### src/rtl/disp_rd_scheduler_if.sv
// rtl/disp_rd_scheduler_if.sv - burst read request channel between the display read scheduler and the memory controller
interface disp_rd_scheduler_if #(
  parameter int ADDR_W = 28
);
  logic              rd_req;
  logic [ADDR_W-1:0] rd_addr;
  logic [7:0]        rd_len;
  logic              rd_ack;
  logic              rd_done;

  modport master (
    output rd_req, rd_addr, rd_len,
    input  rd_ack, rd_done
  );

  modport slave (
    input  rd_req, rd_addr, rd_len,
    output rd_ack, rd_done
  );
endinterface

### src/rtl/disp_rd_scheduler.sv
// rtl/disp_rd_scheduler.sv - sequences DDR burst reads into the display read FIFO, restarting at every frame sync
// Optional ping-pong bank selection is enabled by defining DISP_RD_PINGPONG_EN.
module disp_rd_scheduler #(
  parameter int                ADDR_W      = 28,
  parameter logic [ADDR_W-1:0] FRAME_BASE0 = 28'h000_0000,
  parameter logic [ADDR_W-1:0] FRAME_BASE1 = 28'h010_0000,
  parameter int                FRAME_WORDS = 384000,
  parameter int                BURST_LEN   = 64,
  parameter int                FIFO_DEPTH  = 1024,
  parameter int                LVL_W       = 11,
  parameter int                FLUSH_CYC   = 4,
  parameter logic              VSYNC_POL   = 1'b1
) (
  input  logic               pixel_clock,
  input  logic               reset,
  input  logic               rd_load,
  input  logic               wr_frame_done,
  input  logic               wr_bank,
  input  logic [LVL_W-1:0]   fifo_level,
  output logic               fifo_clr,
  output logic               cur_bank,
  output logic               busy,
  output logic               frame_late,
  disp_rd_scheduler_if.master rd_bus
);

  localparam logic [15:0]     LVL_THRESH = 16'(FIFO_DEPTH - BURST_LEN);
  localparam int              FC_W       = (FLUSH_CYC > 1) ? $clog2(FLUSH_CYC) : 1;
  localparam logic [FC_W-1:0] FLUSH_LAST = FC_W'(FLUSH_CYC - 1);
  localparam logic [23:0]     FRAME_REM  = 24'(FRAME_WORDS);
  localparam logic [7:0]      BURST_MAX  = 8'(BURST_LEN);

  typedef enum logic [2:0] {
    IDLE,
    FLUSH,
    WAIT_LVL,
    REQ,
    XFER,
    DONE
  } state_t;

  state_t            state;
  state_t            next_state;
  logic              rd_load_d;
  logic              sync_edge;
  logic [FC_W-1:0]   flush_cnt;
  logic [23:0]       remaining;
  logic              pending;
  logic              latest_bank;
  logic [ADDR_W-1:0] rd_addr_q;
  logic [7:0]        burst_len;
  logic [15:0]       lvl_ext;
  logic              active;
  logic              burst_end;

  assign sync_edge = (rd_load == VSYNC_POL) && (rd_load_d != VSYNC_POL);
  assign lvl_ext   = 16'(fifo_level);
  assign burst_len = (remaining < 24'(BURST_LEN)) ? remaining[7:0] : BURST_MAX;
  assign active    = (state == FLUSH) || (state == WAIT_LVL) || (state == REQ) || (state == XFER);
  assign burst_end = (state == XFER) && rd_bus.rd_done;

  assign fifo_clr       = (state == FLUSH);
  assign busy           = active;
  assign rd_bus.rd_req  = (state == REQ);
  assign rd_bus.rd_addr = rd_addr_q;
  assign rd_bus.rd_len  = burst_len;

`ifdef DISP_RD_PINGPONG_EN
  // Only the writer's most recent completion is remembered; it is consumed at FLUSH entry.
  always_ff @(posedge pixel_clock) begin
    if (reset) begin
      latest_bank <= 1'b0;
    end else if (wr_frame_done) begin
      latest_bank <= wr_bank;
    end
  end
`else
  logic unused_pingpong;
  assign latest_bank     = 1'b0;
  assign unused_pingpong = wr_frame_done ^ wr_bank;
`endif

  always_comb begin
    next_state = state;
    case (state)
      IDLE, DONE: begin
        if (sync_edge) next_state = FLUSH;
      end
      FLUSH: begin
        if (!sync_edge && flush_cnt == FLUSH_LAST) next_state = WAIT_LVL;
      end
      WAIT_LVL: begin
        if (sync_edge) begin
          next_state = FLUSH;
        end else if (remaining == 24'd0) begin
          next_state = DONE;
        end else if (lvl_ext <= LVL_THRESH) begin
          next_state = REQ;
        end
      end
      REQ: begin
        if (rd_bus.rd_ack) next_state = XFER;
      end
      XFER: begin
        if (rd_bus.rd_done) next_state = (pending || sync_edge) ? FLUSH : WAIT_LVL;
      end
      default: next_state = IDLE;
    endcase
  end

  always_ff @(posedge pixel_clock) begin
    if (reset) begin
      state      <= IDLE;
      rd_load_d  <= ~VSYNC_POL;
      flush_cnt  <= '0;
      remaining  <= 24'd0;
      pending    <= 1'b0;
      rd_addr_q  <= FRAME_BASE0;
      cur_bank   <= 1'b0;
      frame_late <= 1'b0;
    end else begin
      state      <= next_state;
      rd_load_d  <= rd_load;
      frame_late <= sync_edge && active;
      // A sync during FLUSH restarts the flush window from its first cycle.
      flush_cnt  <= (state == FLUSH && !sync_edge) ? flush_cnt + 1'b1 : '0;

      if (state == FLUSH && flush_cnt == '0) begin
        cur_bank  <= latest_bank;
        rd_addr_q <= latest_bank ? FRAME_BASE1 : FRAME_BASE0;
        remaining <= FRAME_REM;
      end

      if (burst_end) begin
        rd_addr_q <= rd_addr_q + ADDR_W'(burst_len);
        remaining <= remaining - 24'(burst_len);
      end

      // A sync while a burst is outstanding is deferred until that burst lands.
      if (burst_end) begin
        pending <= 1'b0;
      end else if ((state == REQ || state == XFER) && sync_edge) begin
        pending <= 1'b1;
      end
    end
  end

endmodule
### src/flat_wrapper.sv
// flat-port wrapper written by rule: the top's interface ports become plain ports
module disp_rd_scheduler_flat 
#(
  parameter int                ADDR_W      = 28,
  parameter logic [ADDR_W-1:0] FRAME_BASE0 = 28'h000_0000,
  parameter logic [ADDR_W-1:0] FRAME_BASE1 = 28'h010_0000,
  parameter int                FRAME_WORDS = 384000,
  parameter int                BURST_LEN   = 64,
  parameter int                FIFO_DEPTH  = 1024,
  parameter int                LVL_W       = 11,
  parameter int                FLUSH_CYC   = 4,
  parameter logic              VSYNC_POL   = 1'b1
)
  (pixel_clock, reset, rd_load, wr_frame_done, wr_bank, fifo_level, fifo_clr, cur_bank, busy, frame_late, rd_bus_rd_req, rd_bus_rd_addr, rd_bus_rd_len, rd_bus_rd_ack, rd_bus_rd_done);
  disp_rd_scheduler_if #(.ADDR_W(ADDR_W)) rd_bus_i ();
  input  logic pixel_clock;
  input  logic reset;
  input  logic rd_load;
  input  logic wr_frame_done;
  input  logic wr_bank;
  input  logic [LVL_W-1:0] fifo_level;
  output logic fifo_clr;
  output logic cur_bank;
  output logic busy;
  output logic frame_late;
  output wire logic [$bits(rd_bus_i.rd_req)-1:0] rd_bus_rd_req;
  output wire logic [$bits(rd_bus_i.rd_addr)-1:0] rd_bus_rd_addr;
  output wire logic [$bits(rd_bus_i.rd_len)-1:0] rd_bus_rd_len;
  input wire logic [$bits(rd_bus_i.rd_ack)-1:0] rd_bus_rd_ack;
  input wire logic [$bits(rd_bus_i.rd_done)-1:0] rd_bus_rd_done;
  assign rd_bus_rd_req = rd_bus_i.rd_req;
  assign rd_bus_rd_addr = rd_bus_i.rd_addr;
  assign rd_bus_rd_len = rd_bus_i.rd_len;
  assign rd_bus_i.rd_ack = rd_bus_rd_ack;
  assign rd_bus_i.rd_done = rd_bus_rd_done;
  disp_rd_scheduler #(.ADDR_W(ADDR_W), .FRAME_BASE0(FRAME_BASE0), .FRAME_BASE1(FRAME_BASE1), .FRAME_WORDS(FRAME_WORDS), .BURST_LEN(BURST_LEN), .FIFO_DEPTH(FIFO_DEPTH), .LVL_W(LVL_W), .FLUSH_CYC(FLUSH_CYC), .VSYNC_POL(VSYNC_POL)) u_core (.pixel_clock(pixel_clock), .reset(reset), .rd_load(rd_load), .wr_frame_done(wr_frame_done), .wr_bank(wr_bank), .fifo_level(fifo_level), .fifo_clr(fifo_clr), .cur_bank(cur_bank), .busy(busy), .frame_late(frame_late), .rd_bus(rd_bus_i));
endmodule
### config.mk
export PLATFORM = sky130hd
export DESIGN_NAME = disp_rd_scheduler_flat
export DESIGN_NICKNAME = d
export VERILOG_FILES = /design/src/rtl/disp_rd_scheduler_if.sv /design/src/rtl/disp_rd_scheduler.sv /design/src/flat_wrapper.sv
export SDC_FILE = /design/constraint.sdc
export NUM_CORES = 1
export LEC_CHECK = 0
export CORE_MARGIN = 4
export CORE_UTILIZATION = 49
export CTS_CLUSTER_SIZE = 16
export DETAILED_ROUTE_END_ITERATION = 8
export PLACE_DENSITY = 0.77
export SLEW_MARGIN = 20
export SYNTH_ARGS = -nofsm -noshare
export SYNTH_HDL_FRONTEND = slang
export SYNTH_SLANG_ARGS = --single-unit
### constraint.sdc
create_clock -name pixel_clock -period 3.1 [get_ports pixel_clock]
set_clock_uncertainty 0.1 [all_clocks]
set_input_delay 0.62 -clock pixel_clock [delete_from_list [all_inputs] [get_ports pixel_clock]]
set_output_delay 0.62 -clock pixel_clock [all_outputs]
set_load 0.005 [all_outputs]
# --- After elaboration in Yosys (flattened, before gate mapping) ---
# Cells that the tools add are included.
word_totals:
  output_inout_bits: 41
  mem_count: 0
  ram_bits: 0
  reg_bits: 60
  mem_bits_ro: 0
  latch_bits: 0
  elab_cells: 60
  input_bits: 18
classes:
  mux: 14
  div_mod_pow: 0
  bitwise_logic: 2
  eq_ne: 11
  addsub: 3
  n_lt_le_gt_ge: 2
  n_shift: 0
  reduce_logical: 21
  mul: 0
ops:
  columns: ["cell", "count"]
  rows:
  - ["$mux 28", 2]
  - ["$mux 24", 2]
  - ["$add 28x8->28", 1]
  - ["$logic_not 24->1", 1]
  - ["$lt 24x7->1 const B", 1]
  - ["$sub 24x8->24", 1]
  - ["$mux 3", 7]
  - ["$pmux 3 s5", 1]
  - ["$le 11x10->1 const B", 1]
  - ["$mux 8", 1]
  - ["$logic_and 1x1->1", 7]
  - ["$eq 3x2->1 const B", 2]
  - ["$eq 3x3->1 const B", 2]
  - ["$ne 2x1->1 const B", 3]
  - ["$reduce_or 2->1", 3]
  - ["$logic_or 1x1->1", 5]
  - ["$reduce_and 5->1", 1]
  - ["$ne 4x3->1 const B", 1]
  - ["$eq 3x1->1 const B", 1]
  - ["$logic_not 3->1", 1]
  - ["$add 2x1->2 const B", 1]
  - ["$eq 2x2->1 const B", 1]
  - ["$logic_not 2->1", 1]
  - ["$mux 2", 1]
  - ["other kinds (4)", 5]

# --- Longest topological paths before layout ---
logic_depth:
  ltp_word: 6
  mapped_depth: 12
  mapped_depth_nobuf: 11

# --- Least setup slack after synthesis ---
# Ideal clock, no wire load.
synth_timing:
  kind: "reg-to-reg"
  start: "reg u_core.remaining[16]"
  end: "reg u_core.rd_addr_q[13] (netlist: u_core.rd_bus.rd_addr[13])"
  n_path_buf: 1
  synth_period_minus_slack_ns: 3.395
  t_arrival_ns: 3.163
  setup_time_ns: 0.132
  stages_incl_launch_ff: 11
  setup_slack_ns: -0.295
  required_time_ns: 2.868
  cell_sequence: "dfxtp_1 -> or4_4 -> nor4_4 -> clkbuf_1 -> and3_1 -> ha_1 -> a21o_1 -> and4_1 -> o211a_1 -> o21ai_0 -> or3b_2"
synth_between:
  elab_chain_len: 4
synth_lines:
  columns: ["element", "line_no", "rtl"]
  rows:
  - ["start: declaration", "disp_rd_scheduler.sv:47", "logic [23:0] remaining;"]
  - ["start signal: assignment", "disp_rd_scheduler.sv:136", "remaining <= remaining - 24'(burst_len);"]
  - ["$lt 24x7->1", "disp_rd_scheduler.sv:58", "assign burst_len = (remaining < 24'(BURST_LEN)) ? remaining[7:0] : BURST_MAX;"]
  - ["$mux 8", "disp_rd_scheduler.sv:58", null]
  - ["named net rd_bus_rd_len[1]", "flat_wrapper.sv:28", "output wire logic [$bits(rd_bus_i.rd_len)-1:0] rd_bus_rd_len;"]
  - ["$add 28x8->28", "disp_rd_scheduler.sv:135", "rd_addr_q <= rd_addr_q + ADDR_W'(burst_len);"]
  - ["$mux 28", "disp_rd_scheduler.sv:134", "if (burst_end) begin"]
  - ["end signal: assignment", "disp_rd_scheduler.sv:130", "rd_addr_q <= latest_bank ? FRAME_BASE1 : FRAME_BASE0;"]
  - ["end signal: assignment", "disp_rd_scheduler.sv:135", null]
  - ["end: declaration", "disp_rd_scheduler.sv:50", "logic [ADDR_W-1:0] rd_addr_q;"]
# The timed path passes the listed nets, and every way through them passes these cells.
# A chain may end at the register's enable or synchronous reset.

# --- Worst setup path in the final report ---
layout_timing:
  start: "reg u_core.remaining[7]"
  end: "out rd_bus_rd_len[5]"
layout_between:
  elab_chain_len: 2
layout_lines:
  columns: ["element", "line_no"]
  rows:
  - ["$lt 24x7->1", "disp_rd_scheduler.sv:58"]
  - ["$mux 8", "disp_rd_scheduler.sv:58"]
  - ["end: declaration", "flat_wrapper.sv:28"]
# Every way passes these cells.

==> reports/metrics.csv <==
stage;metric;value;unit
cts;Clock Latency Late Sink;0.34;ns
die;io pins;59;
sta;RSZ-0062 raised after global routing;yes;
hold_path;worst hold stages;1;
pwr;P_int;0.00215;W
cells_and_area;NumNets Final;578;
critical_path;Critical Path AT;2.53;ns
global_routing;largest net degree at the start of global routing;44;
yosys;Avg Inst Size Synth;8.32;um2
drt;Vias/cell;5.91;
sta;Fin. Hold Viols;0;
drt;WL final;10800;um
sta;Fmax achieved;308;MHz
critical_path;WS Path Type;reg2out;
pwr;Net Sw Power;0.00147;W
critical_path;Critical Path RT;2.38;ns
critical_path;crit-path max FO;7;
yosys;Top FF cell, synth;dfxtp_1;
critical_path;reg-to-reg critical path endpoint;u_core.rd_bus.rd_addr[13];
pwr;register share of total power;0.274;
die;die area;9050;um2
sta;period utilization;1.05;
place;Final GP Congestion;0.892;
global_routing;first-pass GRT wire length;17400;um
cells_and_area;multi-input logic area;2640;um2
die;Rows;31;
drt;DRC violations left;0;
sta;Setup TNS;-1.97;ns
yosys;Post-synth ARST share;0;
sta;# setup viols final;22;
critical_path;Startpoint Class;register;
yosys;Gate Count Post-Synth;447;
cts;# H-tree levels;3;
die;initial core utilization;0.508;
sta;Final Slew Violations;0;
critical_path;CP Cell Sequence;or4_4 > nor4_4 > buf_4 > and3_1 > buf_4 > clkdlybuf4s50_1;
critical_path;Crit path largest cell delay;0.55;ns
sta;Tmin final;3.25;ns
cts;CTS Sinks;60;
pwr;Clock power frac;0.181;
pwr;Sw Ratio;0.406;
global_routing;grt total ovfl;0;
pwr;Leak;2.10;nW
critical_path;depth of the worst register-to-register path;11;
hold_path;Hold Path End;u_core.flush_cnt[0];
run_status;status;complete, but fails checks;
cts;Max clock buf depth;2;
sta;Slew @ Worst Pin;0.684;ns
global_routing;initial antenna violation count;0;
yosys;Post-synth EDFFs;0;
critical_path;r2r startpoint;u_core.remaining[7];
sta;final setup margin;-0.151;ns
run;# Max-Cap Violations;0;
yosys;Mapped Area;3720;um2
pwr;cell area power density;692;nW/um2
yosys;register area share after synthesis;0.323;
pwr;Logic pwr share;0.545;
cells_and_area;most frequent cells in the layout;buf_4, dfxtp_1, clkdlybuf4s50_1, nor2_1, nand2_1;
cts;Clock transition at path regs;0.07;ns
place;PortBufs;54;
die;core area;7330;um2
cells_and_area;share of cells above drive strength 1;0.283;
yosys;Synth Register Bits;60;
cells_and_area;Seq. cell area;1200;um2
global_routing;GRT Total Usage;0.241;
critical_path;slowest CP cell;or4_4;
cells_and_area;Area Growth Syn to Fin;40.5;%
hold_path;hold path start;u_core.flush_cnt[0];
critical_path;worst reg-to-reg setup slack;-0.15;ns
drt;drt pass-1 iters;5;
run_status;failing checks;negative setup slack;
critical_path;crit path capture type;output pin;
pwr;peak supply drop;0.000556;V
hold_path;worst hold path type;reg2reg;
die;Die Ht;95.1;um
drt;DR iter-0 viols;235;
cells_and_area;n_diodes;0;
place;Detailed Place HPWL;7260;um
drt;via count;3850;
cells_and_area;Filler Cells Inserted;559;
yosys;Synth warnings;0;
global_routing;vias in the first global route;3654;
sta;worst hold slack;0.359;ns
drt;post-DR wirelength/cell;16.6;um
cts;TritonCTS clock tree;done;
drt;Routed Antenna Nets;0;
cts;CTS Root Buffer Type;clkbuf_8;
cts;CTS buffer count;9;
die;Die Wd;95.1;um
critical_path;CP dominant cell by count;buf_4;
yosys;synth unique cells;68;
sta;Slew headroom;0.540;
## Yosys cell counts (all sizes together), types with 4 or more instances
| cell type | number | share of area |
|---|---|---|
| a211oi | 8 | 0.016 |
| a21o | 6 | 0.012 |
| a21oi | 35 | 0.047 |
| and3 | 9 | 0.015 |
| buf | 7 | 0.012 |
| clkbuf | 22 | 0.030 |
| dfxtp | 60 | 0.32 |
| ha | 11 | 0.037 |
| inv | 9 | 0.0091 |
| mux2 | 13 | 0.039 |
| mux2i | 6 | 0.016 |
| nand2 | 27 | 0.027 |
| nand2b | 7 | 0.012 |
| nand3 | 17 | 0.023 |
| nand4 | 12 | 0.020 |
| nor2 | 31 | 0.031 |
| nor2b | 6 | 0.010 |
| nor3 | 22 | 0.031 |
| nor3b | 16 | 0.032 |
| nor4 | 13 | 0.026 |
| o211a | 4 | 0.011 |
| o211ai | 10 | 0.020 |
| o21ai | 14 | 0.019 |
| or2 | 7 | 0.012 |
| or3 | 8 | 0.014 |
| or4 | 9 | 0.020 |
| xnor2 | 7 | 0.016 |
## kinds of logic after synthesis
logic type	count (synthesis)	share of synthesized area
muxes	19	0.0555
xor gates and xnor gates	9	0.0212
AOI/OAI and AO/OA	107	0.192
and+or+nand+nor	200	0.311
adders and majority gates	12	0.0424
DFF	60	0.323
buffers and inverters	39	0.0541
other	1	0.00101
## metrics by stage
stage	total power, W	cells	utilization	instance area, um2	worst slack (ns)
6_report	0.00362	651	0.713	5230	-0.151
5_1_grt	0.00384	651	0.713	5230	-0.238
4_1_cts	0.00354	645	0.696	5100	-0.161
3_5_place_dp	0.00278	626	0.651	4780	-0.137
3_3_place_gp	0.00273	626	0.651	4780	-0.120
2_1_floorplan	0.00203	450	-	3860	-0.0745
## metal layers
| metal | track usage | vias up | wire length (um) |
|---|---|---|---|
| li1 | - | 1873 | - |
| met1 | 0.306 | 1840 | 4740 |
| met2 | 0.399 | 121 | 5380 |
| met3 | 0.0387 | 16 | 549 |
| met5 | 0 | - | 0 |
| met4 | 0.109 | 0 | 170 |
## registers in the layout (all words and copies together), names as in the netlist
register,count
u_core.state,3
u_core.rd_load_d,1
u_core.remaining,24
u_core.pending,1
u_core.frame_late,1
u_core.rd_bus.rd_addr,28
u_core.flush_cnt,2
## final cells by class
type,count,share of cell area
Clock buffer,11,0.0290
Inverter,9,0.00646
Tap cell,99,0.0237
Clock inverter,4,0.00479
Sequential cell,60,0.230
Timing Repair Buffer,117,0.200
Multi-Input combinational cell,351,0.506
## power by group through the flow
stage                     Clock, W  Sequential, W  Combinational (W)
final                     0.000655       0.000990            0.00197
after global routing      0.000693        0.00101            0.00214
after CTS                 0.000662       0.000987            0.00189
after detailed placement         0        0.00100            0.00178
after global placement           0       0.000995            0.00174
after floorplan                  0       0.000961            0.00107
## what timing repair did
| item | 4_1_cts | 5_1_grt |
|---|---|---|
| hold buffers | 0 | 0 |
| resized for setup | 28 | 25 |
| gates cloned | 1 | 0 |
| setup endpoints to repair | 25 | 26 |
| hold endpoints to repair | 0 | 0 |
| buffers inserted | 3 | 6 |
| pin swaps | 8 | 16 |
## critical path: cells and delay by family (launching register included)
kind,cells,cell delay (ns)
buffers and inverters,3,0.80
AND/OR/NAND/NOR,3,1.07
flip-flops,1,0.33
## worst max path at each step
stage | end | startpoint | slack, ns | cells after the start
after floorplan | u_core.rd_bus.rd_addr[17] | u_core.remaining[10] | -0.07 | 10
after global placement | u_core.rd_bus.rd_addr[13] | u_core.remaining[10] | -0.12 | 11
after detailed placement | u_core.rd_bus.rd_addr[13] | u_core.remaining[10] | -0.14 | 11
after CTS | u_core.rd_bus.rd_addr[13] | u_core.remaining[16] | -0.16 | 11
after global routing | u_core.rd_bus.rd_addr[13] | u_core.remaining[7] | -0.24 | 11
final | rd_bus_rd_len[5] | u_core.remaining[7] | -0.15 | 6
No activity file was read; power rests on OpenSTA's default activity.
